===== src/rtl/serial_adder.sv =====
// serial_adder: bit-serial adder, one result bit per clock, LSB first.
// Ports: clk, rst_n (sync, active low), start, a, b -> busy, done, sum, cout.
// Optional SERIAL_ADDER_SUB_EN adds input sub: a - b with cout = borrow.
// Timing: accept at edge 0, RUN for WIDTH edges, DONE for one cycle
// (done=1), then IDLE; back-to-back period is WIDTH+2 cycles.
module serial_adder #(
    parameter int WIDTH = 8
) (
    input  logic             clk,
    input  logic             rst_n,
    input  logic             start,
`ifdef SERIAL_ADDER_SUB_EN
    input  logic             sub,
`endif
    input  logic [WIDTH-1:0] a,
    input  logic [WIDTH-1:0] b,
    output logic             busy,
    output logic             done,
    output logic [WIDTH-1:0] sum,
    output logic             cout
);

    localparam int CW = (WIDTH > 2) ? $clog2(WIDTH) : 1;

    typedef enum logic [1:0] {
        IDLE = 2'd0,
        RUN  = 2'd1,
        DONE = 2'd2
    } state_t;

    state_t           state;
    state_t           nxt;
    logic [WIDTH-1:0] a_sh;
    logic [WIDTH-1:0] b_sh;
    logic [CW-1:0]    cnt;
    logic             carry;
    logic             sub_q;
    logic             sub_in;
    logic             accept;
    logic             last;
    logic             s_bit;
    logic             c_nxt;

`ifdef SERIAL_ADDER_SUB_EN
    assign sub_in = sub;
`else
    assign sub_in = 1'b0;
`endif

    assign accept = (state == IDLE) && start;
    assign last   = (cnt == CW'(WIDTH - 1));
    assign s_bit  = a_sh[0] ^ b_sh[0] ^ carry;
    assign c_nxt  = (a_sh[0] & b_sh[0]) |
                    (a_sh[0] & carry)   |
                    (b_sh[0] & carry);

    always_ff @(posedge clk) begin
        if (!rst_n) begin
            state <= IDLE;
        end else begin
            state <= nxt;
        end
    end

    always_comb begin
        nxt = state;
        unique case (state)
            IDLE:    if (start) nxt = RUN;
            RUN:     if (last) nxt = DONE;
            DONE:    nxt = IDLE;
            default: nxt = IDLE;
        endcase
    end

    always_comb begin
        busy = (state == RUN) || (state == DONE);
        done = (state == DONE);
    end

    always_ff @(posedge clk) begin
        if (!rst_n) begin
            a_sh  <= '0;
            b_sh  <= '0;
            cnt   <= '0;
            carry <= 1'b0;
            sub_q <= 1'b0;
            sum   <= '0;
            cout  <= 1'b0;
        end else if (accept) begin
            // Subtraction is a + ~b + 1: invert b and preload the carry.
            a_sh  <= a;
            b_sh  <= sub_in ? ~b : b;
            carry <= sub_in;
            sub_q <= sub_in;
            cnt   <= '0;
        end else if (state == RUN) begin
            sum   <= {s_bit, sum[WIDTH-1:1]};
            a_sh  <= a_sh >> 1;
            b_sh  <= b_sh >> 1;
            carry <= c_nxt;
            cnt   <= cnt + CW'(1);
            // In subtract mode a missing final carry means a borrow.
            if (last) cout <= c_nxt ^ sub_q;
        end
    end

endmodule


===== config.mk =====
export PLATFORM = sky130hd
export DESIGN_NAME = serial_adder
export DESIGN_NICKNAME = d
export VERILOG_FILES = /design/src/rtl/serial_adder.sv
export SDC_FILE = /design/constraint.sdc
export NUM_CORES = 1
export LEC_CHECK = 0
export BUFFER_PORTS_ARGS = -buffer_cell sky130_fd_sc_hd__buf_2
export CAP_MARGIN = 20
export CORE_MARGIN = 2
export CORE_UTILIZATION = 30
export CTS_CLUSTER_DIAMETER = 100
export DETAILED_ROUTE_END_ITERATION = 10
export PLACE_DENSITY = 0.5
export SLEW_MARGIN = 20
export SYNTH_ARGS = -nofsm -noshare
export SYNTH_HDL_FRONTEND = slang
export SYNTH_SLANG_ARGS = --single-unit

===== constraint.sdc =====
create_clock -name clk -period 1.87 [get_ports clk]
set_clock_uncertainty 0.15 [all_clocks]
set_input_delay 0.374 -clock clk [delete_from_list [all_inputs] [get_ports clk]]
set_output_delay 0.374 -clock clk [all_outputs]
set_load 0.02 [all_outputs]

==> metrics.txt <==
status completed; P&R area growth vs syn 14.8%; gp weighted congestion ~0.80; Setup TNS 0 ps; combinational power share between 20% and 30%; clock sink count 31; unrepaired setup endpoints after global routing no; Seq/Total Area, Yosys 43.3%; power per standard cell area 1070 nW/um2; initial drt markers 29; Syn Nets 163; post-synthesis cell type count 23; Simple-Gate Fraction of Synth Area 10.2%; Die Area ~5300 um2; Fin. Hold Viols 0; final net count ~190; most common cell after layout, fill and taps aside dfxtp_1; Die Span X about 73 um; via count 1,040; Die H between 70 and 80 um; critical path launch point type flip-flop; clock buffer depth 2; Synth Area in Compound Gates between 10% and 20%; Max Slew Vio Count 0; share of cells above drive strength 1 25.3%; ys async rst share 0%; worst hold slack 219 ps; Mapped Cells roughly 140; CORE AREA between 4000 and 5000 um2; Sw Ratio between 30% and 40%; post-synthesis average cell area between 10 and 15 um2; main combinational cell family by area after synthesis multiplexers; io pins 30; Critical Path AT approximately 1200 ps; Inst Count DP around 210; CTS clk-pin slew, worst paths roughly 60 ps; WP data required between 1000 and 1500 ps; Slowest-stage cell, CP dfxtp_1; I/O Buffers 29; NetSw 0.537 mW; Main synth FF type dfxtp_1; cell area after layout about 1600 um2; Core Util, Final 35.3%; gr usage total about 11%; largest net degree at the start of global routing 32; Synth Cell Area ~1400 um2; Hold Crit Class in -> reg; slew of the pin with the lowest slew margin about 450 ps; leak pwr approximately 0.68 nW; Place WS ~140 ps; worst r2r path cells 6; Routed WL approximately 2.7 mm; Int Power 1.22 mW; Peak VDD IR 0.512 mV; CTS tree yes; number of flops mapped to enable cells by yosys 0; Detail Route Antenna Nets 0; residual DRC count 0; fin crit period around 1800 ps; sequential share of power 44.7%; crit path cell chain inv_1, ha_1, buf_2; commonest cells after routing, fill and taps aside 31 x dfxtp_1, 29 x buf_2, 26 x mux2i_1; placed cell area about 1600 um2; Max Cap Viol 0; Diodes inserted 0; PnR worst setup slack between 100 and 150 ps; post-synthesis mux area share between 10% and 20%; post_cts resized 0; H-tree levels 2; drt first pass iters 4; Slew headroom 70.0%; clock insertion delay at the later pin of the skew report between 200 and 300 ps; Initial Utilization just over 30%; CTS root buffer clkbuf_8; Filler Cell Count around 460; FP Rows 25; Synth Register Bits 31; non-filler cells, final between 200 and 250; CTS Hold Buffers Added 0; CP max FO 3; vias per inst between 4 and 5; Period Utilization, post-route a little over nine tenths; Post-CTS Setup Bufs 0; hold depth 3; final setup vio count 0; HPWL after DPL 1.92 mm; clock share of power around 28%; CP Class reg -> out; average routed wire per standard cell about 12 um; final global-route overflow total 0; CP Capture Type output port; CTS Buf Count 5; Fmax achieved approximately 570 MHz; initial antenna violation count 0; first-pass GRT wire length around 4.5 mm; Adder-Cell Fraction of Synth Area around 6.6%; Total Power approximately 1.8 mW; Synth warnings 0; vias in the first global route just over 1k; Post-Synth XOR/XNOR Area less than 1%; slowest stage delay, CP about 360 ps
## critical path, delay by kind of cell, from the launching register on
kind | cells | cell delay (ps)
DFF | 1 | 360
buffers and inverters | 2 | 260
adders and majority gates | 1 | 330
## area by class of cell
class                      instances  area [um2]  share of cell area, %
multi-input combinational         94         697                   42.3
sequential                        31         621                   37.7
timing repair buffer              31         173                   10.5
clock buffer                       7        76.3                   4.64
tap                               54        67.6                   4.10
inverter                           2        7.51                  0.456
clock inverter                     1        5.00                  0.304
## path summary, 6_finish.rpt
| check | start | slack, ps | to |
|---|---|---|---|
| max | state[0] | 120 | busy |
| min | b[4] | 220 | b_sh[4] |
| max reg2reg | state[0] | 120 | a_sh[5] |
| min reg2reg | cout | 340 | cout |
## Yosys cell counts (3+ instances only)
| master | count | area, um2 |
|---|---|---|
| a21oi_1 | 16 | 80.1 |
| buf_12 | 3 | 60.1 |
| buf_6 | 3 | 33.8 |
| dfxtp_1 | 31 | 621 |
| ha_1 | 6 | 75.1 |
| mux2i_1 | 26 | 260 |
| nand2_1 | 3 | 11.3 |
| nor2_1 | 5 | 18.8 |
| nor2b_1 | 9 | 56.3 |
| o21ai_1 | 15 | 75.1 |
## power by group through the flow
stage          Sequential [mW]  Clock, mW  Combinational, mW
2_1_floorplan            0.794          0              0.481
3_3_place_gp             0.796          0              0.471
3_5_place_dp             0.803          0              0.494
4_1_cts                  0.788      0.512              0.494
5_1_grt                  0.798      0.543              0.538
6_report                 0.787      0.487              0.488
## state kept, by name, indices dropped and copies added (netlist names)
register and count:
carry 1, a_sh 8, b_sh 8, cout 1
state 2, cnt 3, sum 8
## kinds of logic (layout without fill, tap and decap cells)
| kind of cell | after synthesis | in the layout |
|---|---|---|
| multiplexers | 26 | 26 |
| adder cells (fa/ha/maj) | 7 | 7 |
| XOR/XNOR | 1 | 1 |
| flip-flops | 31 | 31 |
| AO/OA/AOI/OAI | 34 | 34 |
| buffers and inverters | 12 | 41 |
| AND/OR/NAND/NOR | 26 | 26 |
## layer usage
metal	up-vias	routed length, um	share of wire, %	track usage, %
met5	-	0	0	0
met4	0	53	2.0	7.00
met3	7	134	5.0	3.87
met2	25	1340	49	18.7
met1	478	1180	44	12.0
li1	530	-	-	-
No activity file was read; power rests on OpenSTA's default activity.
